--- config.mk ---
export PLATFORM = sky130hd
export DESIGN_NAME = display_arbiter
export DESIGN_NICKNAME = d
export VERILOG_FILES = /design/src/rtl/display_arbiter.sv
export SDC_FILE = /design/constraint.sdc
export NUM_CORES = 1
export LEC_CHECK = 0
export BUFFER_PORTS_ARGS = -buffer_cell sky130_fd_sc_hd__buf_2
export CAP_MARGIN = 20
export CORE_MARGIN = 4
export CORE_UTILIZATION = 35
export DETAILED_ROUTE_END_ITERATION = 10
export GPL_ROUTABILITY_DRIVEN = 0
export PLACE_DENSITY = 0.6
export REMOVE_ABC_BUFFERS = 1
export SYNTH_ARGS = -nofsm -noshare
export SYNTH_HDL_FRONTEND = slang
export SYNTH_SLANG_ARGS = --single-unit
--- constraint.sdc ---
create_clock -name CLK -period 2.9 [get_ports CLK]
set_clock_uncertainty 0.2 [all_clocks]
set_input_delay 0.145 -clock CLK [delete_from_list [all_inputs] [get_ports CLK]]
set_output_delay 0.145 -clock CLK [all_outputs]
set_load 0.005 [all_outputs]
--- src/rtl/display_arbiter.sv ---
// rtl/display_arbiter.sv - round-robin owner arbiter for the shared two-digit display
// Grants the display to one requester at a time, holding it for a minimum time against contention.
module display_arbiter #(
  parameter int NREQ       = 3,
  parameter int TICK_DIV   = 12000000,
  parameter int HOLD_TICKS = 2
) (
  input  logic                CLK,
  input  logic                RST_N,
  input  logic [NREQ-1:0]     req,
  input  logic [8*NREQ-1:0]   req_data,
  output logic [NREQ-1:0]     gnt,
  output logic [7:0]          disp_val,
  output logic                disp_blank,
  output logic                busy
);

  localparam int IW = $clog2(NREQ);
  localparam int PW = $clog2(TICK_DIV);
  localparam int HW = $clog2(HOLD_TICKS + 1);

  typedef enum logic {IDLE, OWN} state_t;

  state_t          state_q, state_d;
  logic [IW-1:0]   owner_q, owner_d;
  logic [IW-1:0]   rr_ptr_q, rr_ptr_d;
  logic [PW-1:0]   presc_q, presc_d;
  logic [HW-1:0]   hold_q, hold_d;
  logic [NREQ-1:0] gnt_d;
  logic [7:0]      disp_d;
  logic            tick, hold_done;
  logic [IW:0]     pick_any, pick_other;

  // Returns {found, index}: first set bit of mask scanning ptr, ptr+1, ... mod NREQ.
  function automatic logic [IW:0] rr_pick(input logic [NREQ-1:0] mask, input logic [IW-1:0] ptr);
    logic          found;
    logic [IW-1:0] win;
    logic [IW:0]   idx;
    found = 1'b0;
    win   = '0;
    for (int k = 0; k < NREQ; k++) begin
      idx = {1'b0, ptr} + (IW+1)'(k);
      if (idx >= (IW+1)'(NREQ)) idx = idx - (IW+1)'(NREQ);
      if (!found && mask[idx[IW-1:0]]) begin
        found = 1'b1;
        win   = idx[IW-1:0];
      end
    end
    return {found, win};
  endfunction

  function automatic logic [7:0] byte_of(input logic [8*NREQ-1:0] data, input logic [IW-1:0] idx);
    logic [7:0] b;
    b = 8'h00;
    for (int i = 0; i < NREQ; i++)
      if (idx == IW'(i)) b = data[8*i +: 8];
    return b;
  endfunction

  function automatic logic [IW-1:0] next_ptr(input logic [IW-1:0] win);
    return (win == IW'(NREQ-1)) ? '0 : win + IW'(1);
  endfunction

  assign tick       = (presc_q == PW'(TICK_DIV-1));
  // Expiry is seen one cycle early so the hold lasts exactly HOLD_TICKS*TICK_DIV cycles.
  assign hold_done  = (hold_q == '0) || ((hold_q == HW'(1)) && tick);
  assign pick_any   = rr_pick(req, rr_ptr_q);
  assign pick_other = rr_pick(req & ~gnt, rr_ptr_q);

  always_comb begin
    state_d  = state_q;
    owner_d  = owner_q;
    rr_ptr_d = rr_ptr_q;
    presc_d  = presc_q;
    hold_d   = hold_q;
    case (state_q)
      IDLE: begin
        if (pick_any[IW]) begin
          state_d  = OWN;
          owner_d  = pick_any[IW-1:0];
          rr_ptr_d = next_ptr(pick_any[IW-1:0]);
          presc_d  = '0;
          hold_d   = HW'(HOLD_TICKS);
        end
      end
      OWN: begin
        if (!req[owner_q]) begin
          state_d = IDLE;
        end else if (hold_done && pick_other[IW]) begin
          owner_d  = pick_other[IW-1:0];
          rr_ptr_d = next_ptr(pick_other[IW-1:0]);
          presc_d  = '0;
          hold_d   = HW'(HOLD_TICKS);
        end else begin
          presc_d = tick ? '0 : presc_q + PW'(1);
          if (tick && hold_q != '0) hold_d = hold_q - HW'(1);
        end
      end
      default: state_d = IDLE;
    endcase
    gnt_d  = (state_d == OWN) ? ({{(NREQ-1){1'b0}}, 1'b1} << owner_d) : '0;
    disp_d = (state_d == OWN) ? byte_of(req_data, owner_d) : 8'h00;
  end

  always_ff @(posedge CLK or negedge RST_N) begin
    if (!RST_N) begin
      state_q    <= IDLE;
      owner_q    <= '0;
      rr_ptr_q   <= '0;
      presc_q    <= '0;
      hold_q     <= '0;
      gnt        <= '0;
      disp_val   <= 8'h00;
      disp_blank <= 1'b1;
      busy       <= 1'b0;
    end else begin
      state_q    <= state_d;
      owner_q    <= owner_d;
      rr_ptr_q   <= rr_ptr_d;
      presc_q    <= presc_d;
      hold_q     <= hold_d;
      gnt        <= gnt_d;
      disp_val   <= disp_d;
      disp_blank <= (state_d != OWN);
      busy       <= (state_d == OWN);
    end
  end

endmodule

Word-level counts from Yosys, hierarchy flattened
Cells that the tools add are included.

operators by class
  magnitude comparators = 7
  $add $sub $neg = 9
  reductions and logical operators = 18
  muxes and demuxes = 57
  equality and inequality tests = 10
  shift operators = 1
  bitwise logic cells = 4

operators by type and width
  cell                                                                          count
  24-bit two-way mux                                                            4
  24-bit one-hot mux with 2 select lines                                        1
  2-bit two-way mux                                                             21
  8-bit two-way mux                                                             4
  24-bit by 1-bit adder with 24-bit output, second input constant               1
  24-bit equality test, second input constant                                   1
  1-bit two-way mux                                                             15
  1-bit binary-select mux with 2-bit select                                     7
  2-bit by 3-bit less-than comparator with 1-bit output, second input constant  4
  2-bit one-hot mux with 2 select lines                                         3
  1-bit logical AND                                                             7
  2-bit equality test, second input constant                                    3
  3-bit by 2-bit >= comparator with 1-bit output, second input constant         2
  3-bit AND reduction                                                           2
  2-bit subtractor, second input constant                                       3
  2-bit by 1-bit adder with 2-bit output, second input constant                 2
  2-bit by 1-bit equality test with 1-bit output, second input constant         2
  1-bit logical NOT                                                             4
  2-bit logical NOT                                                             2
  2-bit by 1-bit != test with 1-bit output, second input constant               2
  2-bit by 1-bit adder with 3-bit output, second input constant                 1
  2-bit by 2-bit adder with 3-bit output, second input constant                 1
  3-bit AND                                                                     1
  3-bit two-way mux                                                             1
  11 further kinds                                                              12

word-level totals
  word-level logic and storage cells = 114
  register bits = 43
  input port bits = 29

Depth between registers and ports, before layout
Gate-level depths: netlist of run 1.

  word-level depth = 20
  mapped depth = 12

Worst setup path before layout of run 1
Ideal clock, no wire load.

  path kind = reg-to-reg
  from = reg rr_ptr_q[1]
  to = reg presc_q[21]
  cell stages (with the launch flop) = 12
  required time = 2565 ps
  buffers on the path = 2
  slack = 86 ps
  library setup time = 135 ps
  arrival = 2479 ps
  path through = dfrtp_1 > ha_1 > buf_2 > nor3_1 > o21ai_0 > o211ai_1 > o21ai_1 > inv_2 > buf_1 > nor4_1 > xnor2_1 > nor2_1

on the way
  word-level cells in the longest chain between the ends = 15
  elaborated cells on any way between the ends = 43
  classes of those cells = add/sub: 5; order compare: 3; eq/ne: 1; mux: 24; reduce/logical: 10

ends and longest elaborated chain
  what                                                                             RTL line  RTL
  start: declaration                                                               26        logic [IW-1:0] rr_ptr_q, rr_ptr_d;
  start signal: assignment                                                         119       rr_ptr_q <= rr_ptr_d;
  branches (longest 15 deep; another with 2-bit by 1-bit adder with 3-bit output)  n/a
  end signal: assignment                                                           120       presc_q <= presc_d;
  end: declaration                                                                 27        logic [PW-1:0] presc_q, presc_d;

Parallel ways; which one is timed is not known. The select of a mux whose other input is x is not followed.
A chain may end at the register's enable or synchronous reset.

Worst setup path in the final report of run 1
  from = reg presc_q[10]
  to = reg disp_val[3]

on the way
  word-level cells in the longest chain between the ends = 12
  elaborated cells on any way between the ends = 14
  classes of those cells = eq/ne: 3; mux: 7; reduce/logical: 4

ends and longest elaborated chain
  what                                     RTL line  RTL
  24-bit equality test *                   64        assign tick = (presc_q == PW'(TICK_DIV-1));
  1-bit logical AND *                      66        assign hold_done = (hold_q == '0) || ((hold_q == HW'(1)) && tick);
  1-bit logical OR *                       66
  1-bit logical AND *                      89        end else if (hold_done && pick_other[IW]) begin
  2-bit two-way mux *                      89
  2-bit two-way mux *                      87        if (!req[owner_q]) begin
  2-bit one-hot mux with 2 select lines *  76        case (state_q)
  2-bit logical NOT                        56        if (idx == IW'(i)) b = data[8*i +: 8];
  8-bit two-way mux (2 in series)          56
  8-bit two-way mux *                      56
  8-bit two-way mux *                      102       disp_d = (state_d == OWN) ? byte_of(req_data, owner_d) : 8'h00;
  named net disp_d[3]                      30        logic [7:0] disp_d;
  end signal: assignment                   123       disp_val <= disp_d;
  end: declaration                         13        output logic [7:0] disp_val,

Mark *: on every way through the listed nets, which the timed path passes. The rest lies on a longest branch.

==> results of run 1 <==
[cell usage after synthesis (2+ instances only)]
| cell type | n |
|---|---|
| dfrtp_1 | 42 |
| nand2_1 | 32 |
| o21ai_0 | 26 |
| nor2_1 | 25 |
| nor3_1 | 13 |
| inv_1 | 11 |
| mux2i_1 | 11 |
| a21oi_1 | 10 |
| o2bb2ai_1 | 9 |
| nand3_1 | 8 |
| xnor2_1 | 8 |
| nand4_1 | 6 |
| clkbuf_1 | 5 |
| ha_1 | 5 |
| nand2b_1 | 4 |
| nor4_1 | 4 |
| or3_1 | 4 |
| and2_1 | 3 |
| and3_1 | 3 |
| nor4b_1 | 3 |
| o211ai_1 | 3 |
| o22ai_1 | 3 |
| a21bo_2 | 2 |
| a31oi_1 | 2 |
| buf_1 | 2 |
| buf_2 | 2 |
| maj3_1 | 2 |
| nor2b_1 | 2 |
| nor3b_1 | 2 |
| o31ai_1 | 2 |
[power groups by stage]
stage                     registers, mW  clock network (mW)  logic, mW
final                             0.823               0.562       1.64
after global routing              0.843               0.594       1.80
after CTS                         0.818               0.573       1.56
after detailed placement          0.824                   0       1.45
after global placement            0.831                   0       1.43
after floorplan                   0.821                   0      0.853
[area by class of cell]
cell class	count	area, sq um
timing repair buffer	94	693
inverter	12	45.0
clock buffer	6	72.6
clock inverter	2	60.1
sequential	43	1080
fill	628	3360
tap	96	120
multi-input combinational	213	1440
[layout by cell type (no fill, tap or decap), types with 5 or more instances in the layout]
cell	n
a21oi_1	10
buf_2	41
buf_4	25
clkbuf_8	5
dfrtp_1	42
dlygate4sd3_1	26
inv_1	11
mux2i_1	11
nand2_1	32
nand3_1	8
nand4_1	6
nor2_1	25
nor3_1	11
o21ai_0	26
o2bb2ai_1	8
xnor2_1	8
[state kept, by name (all words and copies together), names as in the netlist]
register	cells
presc_q	24
disp_val	8
gnt	3
hold_q	2
owner_q	2
rr_ptr_q	2
disp_blank	1
state_q	1
[metal layers]
layer / up-vias / part of all wire [%]
li1: 1190 / -
met5: - / 0
met1: 1185 / 47
met2: 61 / 48
met3: 10 / 3.8
met4: 0 / 1.5
[cells by family after synthesis]
group                      after synthesis  share of synthesized area [%]
adders and majority gates                7                           3.31
and+or+nand+nor                        117                           24.2
DFF                                     43                           43.1
AOI/OAI and AO/OA                       68                           18.1
buffers and inverters                   22                           3.56
muxes                                   12                           4.86
xor gates and xnor gates                 8                           2.81
[how the worst max path moves through the flow]
stage	endpoint	cells past startpoint
2_1_floorplan	hold_q[0]	7
3_3_place_gp	disp_val[4]	7
3_5_place_dp	disp_val[7]	7
4_1_cts	disp_val[1]	7
5_1_grt	disp_val[3]	7
6_report	disp_val[3]	7
[worst max-delay path, stage by stage, from the launching register on]
cell and delay (ns):
dfrtp_1 0.41, or4bb_4 0.56, nor4_4 0.28, a31oi_4 0.17, o41ai_4 0.41, o221a_2 0.38
mux2i_1 0.24, o2bb2ai_1 0.08
[stage by stage]
step	hold slack [ns]	worst slack, ns	power, mW	utilization, %	cells
6_report	0.231	0.0483	3.03	51.0	466
5_1_grt	0.243	-0.0652	3.24	51.0	466
4_1_cts	0.221	0.00713	2.95	49.4	464
3_5_place_dp	0.159	-0.0282	2.27	43.2	429
3_3_place_gp	0.153	-0.0118	2.26	43.2	429
2_1_floorplan	-0.351	-0.377	1.67	-	267
[what timing repair did]
item                                    in CTS  in global routing
setup buffers                                1                  0
endpoints found under the setup margin       8                 27
hold buffers                                25                  1
resized for setup                            2                 13
endpoints found under the hold margin       50                  3
pin swaps                                    1                  4
cloned                                       1                  0
==> results.toml, run 1 <==
[sta]
slew_headroom_pct = 66.6
finalHoldViolCount = 0
min_period_ns = 2.85
fmax_mhz = 351
fin_crit_sh_pct = 98.3
setup_tns_ns = 0
tightest_slew_ns = 0.502
setup_viol = 0
slew_violations = 0
rsz0062_at_grt = "yes"

[global_routing]
grt_pass1_vias = 2470
grt_max_degree = 44
busiest_layer = "met2"
antenna_found_initial = 0
grt_remaining_overflow = 0
grt_use_met3_pct = 3.41
grt_pass1_wl_mm = 11.5
grt.total_usage_pct = 16.4
use_met2_pct = 27.1
use_met1_pct = 21.6

[clock_tree]
clockBufferDepth = 2
clock_latency_ns = 0.30
cts_root_buffer = "clkbuf_8"
htree_num_levels = 2
tritoncts = "yes"
clkTransAtPathRegs_ns = 0.09
cts_made_buffers = 5
clock_sinks = 43

[pwr]
power_leakage_nw = 1.54
pwr-share-comb_pct = 54.2
clkPwrFrac_pct = 18.6
seq_power_share_pct = 27.2
p_sw_mw = 1.21
vdd_drop_max_v = 0.000432
power.density_nw_per_um2 = 863
netSwitchingFraction_pct = 39.8
p_int_mw = 1.82

[floorplanning]
row_count = 30
fp.coreArea_sq_um = 6870
die_y_um = 92.5
boundaryPins = 42
dieArea_sq_um = 8550
fp.dieW_um = 92.5
initial_core_util_pct = 36.4

[cells_and_area]
nNetsFinal = 403
n_antenna_cell = 0
areaGrowthSynthToFinish_pct = 40.3
design_area_sq_um = 3500
drive_gt1_share_pct = 27.3

[yosys]
yosysUniqueCellTypes = 53
ys_warn_count = 0
synth_edf_count = 0
netlist_instances = 277
synth-seq-cells = 43
yosys.area.top_type_share_pct = 42.1
yosysTopAreaCell = "dfrtp_1"
ys.flop_type = "dfrtp_1"
syn-mean-instance-area_sq_um = 9.02
synthArstFlopShare_pct = 100
synth_seq_area_share_pct = 43.1
ys_top_cells_by_area = "dfrtp_1 42%, o21ai_0 5.2%, nand2_1 4.8%"
synth_area_sq_um = 2500

[placed_design]
io_buffers = 41
dpl_cell_area_sq_um = 2970
place_hpwl_mm = 4.41

[setup_path]
startpoint = "presc_q[10]"
r2r_slack_ns = 0.05
cp_max_fo = 5
startpoint_type = "flop"
r2r_start = "presc_q[10]"
cp.arrival_ns = 2.83
reg2regPathDepth = 7
r2r_end = "disp_val[3]"
cp-end-kind = "flop"
critical_path_class = "flop to flop"
cp.required_ns = 2.88

[route]
vias = 2446
wl_per_cell_um = 14.4
drt_first_pass_iters = 4
ant_nets = 0
drt_iter0_drc = 133
post-route-drc-count = 0
viasPerCell = 5.25
finalWirelength_mm = 6.70

[worst_hold_path]
hold_path_class = "primary input to flop"
whs_path_depth = 4
worst_hold_path.endpoint = "rr_ptr_q[0]"
worstHoldStart = "req[2]"

[job]
drv_cap = 0

[run_status]
status = "finished clean"
Power figures use the tool's default switching activity.
==> run 2: changes to the inputs <==
--- a/config.mk
+++ b/config.mk
@@ -12,7 +12,6 @@
 export DETAILED_ROUTE_END_ITERATION = 10
 export GPL_ROUTABILITY_DRIVEN = 0
 export PLACE_DENSITY = 0.6
-export REMOVE_ABC_BUFFERS = 1
 export SYNTH_ARGS = -nofsm -noshare
 export SYNTH_HDL_FRONTEND = slang
 export SYNTH_SLANG_ARGS = --single-unit
==> results.toml, run 2 (synthesis gave the netlist of run 1 again) <==
[cells_and_area]
drive_gt1_share_pct = 28.8
n_antenna_cell = 0
layout_common_cells = "42 x dfrtp_1, 41 x buf_2, 32 x nand2_1"
design_area_sq_um = 3500
largest_reg_flops = 24
register_area_sq_um = 1080
fin_util_pct = 50.9
largestRegisters = "presc_q x24, disp_val x8, gnt x3"
largest-register = "presc_q"
fill_cells = 654
areaGrowthSynthToFinish_pct = 40.1
final_common_cell = "dfrtp_1"
fin_cells = 468
multiInputGateArea_sq_um = 1440
nNetsFinal = 405

[setup_path]
startpoint_type = "flop"
startpoint = "presc_q[13]"
r2r_start = "presc_q[13]"
path_cells = "or4b_4 -> nor4_4 -> a31oi_4 -> or3_4 -> a311o_2 -> mux2_2"
crit_path_top_delay_cell = "or4b_4"
cp-end-kind = "flop"
reg2regPathDepth = 6
max_stage_delay_ns = 0.55
cp.required_ns = 2.89
r2r_slack_ns = 0.12
crit_end = "hold_q[0]"
critical_path_class = "flop to flop"
cp_max_fo = 6
r2r_end = "hold_q[0]"
cp.arrival_ns = 2.77

[sta]
fin_crit_sh_pct = 95.9
setup_tns_ns = 0
setup_viol = 0
finalHoldViolCount = 0
slew_violations = 0
tightest_slew_ns = 0.552
min_period_ns = 2.78
slew_headroom_pct = 63.2
fmax_mhz = 360

[placed_design]
io_buffers = 41
dpl_cell_area_sq_um = 2990
dp_cells = 432
place_hpwl_mm = 4.36

[global_routing]
antenna_found_initial = 0
grt.total_usage_pct = 16.4
grt_remaining_overflow = 0
grt_pass1_vias = 2386
grt_max_degree = 44
grt_pass1_wl_mm = 11.4

[clock_tree]
clock_sinks = 43
cts_made_buffers = 5
htree_num_levels = 2
clockBufferDepth = 2
cts_root_buffer = "clkbuf_8"
tritoncts = "yes"
clock_latency_ns = 0.30
clkTransAtPathRegs_ns = 0.09

[route]
vias = 2417
post-route-drc-count = 0
viasPerCell = 5.16
drt_iter0_drc = 126
drt_first_pass_iters = 4
ant_nets = 0
wl_per_cell_um = 14.2
finalWirelength_mm = 6.65

[floorplanning]
boundaryPins = 42
die_y_um = 92.5
row_count = 30
dieArea_sq_um = 8550
initial_core_util_pct = 36.4
fp.coreArea_sq_um = 6870
fp.dieW_um = 92.5

[pwr]
power_leakage_nw = 1.55
power.density_nw_per_um2 = 845
p_total_mw = 2.96
vdd_drop_max_v = 0.000455

[yosys]
syn_nets = 311

[job]
drv_cap = 0

[worst_hold_path]
hold_path_class = "primary input to asynchronous set/reset pin"

[run_status]
status = "finished clean"
run 2: changes by cell type in the layout (fill, tap and decap cells not counted), sizes merged:
cell	before	now
clkinv	0	1
buf	68	71
bufinv	2	1
dlygate4sd3	26	25
run 2: power by group:
group | switching, mW | internal, mW
clock network | 0.212 | 0.279
logic | 0.895 | 0.746
registers | 0.0980 | 0.726
run 2: worst min-delay path by stage:
stage / from / end / slack, ns / cells past startpoint
2_1_floorplan: RST_N / disp_val[0] / -0.35 / 0
3_3_place_gp: RST_N / presc_q[0] / 0.16 / 1
3_5_place_dp: req_data[15] / disp_val[7] / 0.16 / 2
4_1_cts: req[2] / owner_q[1] / 0.21 / 5
5_1_grt: RST_N / presc_q[3] / 0.14 / 2
6_report: RST_N / presc_q[3] / 0.10 / 2
run 2: through the flow:
step           hold WS (ns)  setup WS (ns)
6_report              0.101          0.120
5_1_grt               0.141        -0.0164
4_1_cts               0.207      -0.000187
3_5_place_dp          0.159        -0.0235
3_3_place_gp          0.155         0.0101
2_1_floorplan        -0.351         0.0864
run 2: area by class of cell:
| cell class | count | share of cell area [%] |
|---|---|---|
| sequential | 43 | 30.8 |
| tap | 96 | 3.43 |
| timing repair buffer | 96 | 19.9 |
| inverter | 12 | 1.29 |
| clock buffer | 6 | 2.36 |
| multi-input combinational | 213 | 41.2 |
| clock inverter | 2 | 1.00 |
run 2: metal layers:
| metal | global-route usage (%) | up-vias | share of wire [%] |
|---|---|---|---|
| met3 | 3.01 | 7 | 4.8 |
| li1 | - | 1192 | - |
| met1 | 22.2 | 1151 | 46 |
| met2 | 26.4 | 67 | 48 |
| met5 | 0 | - | 0 |
| met4 | 5.32 | 0 | 1.4 |
run 2: repair_timing:
action	CTS	global route
resized for setup	7	13
buffers inserted	0	0
hold buffers	25	0
hold endpoints to repair	50	0
pin swaps	3	4
endpoints found under the setup margin	9	28
cloned	2	0
run 2: critical path: cells and delay by family, from the launching register on:
family	cells	cell delay, ns
simple gates	3	1.23
compound gates	2	0.58
flops	1	0.40
mux	1	0.26
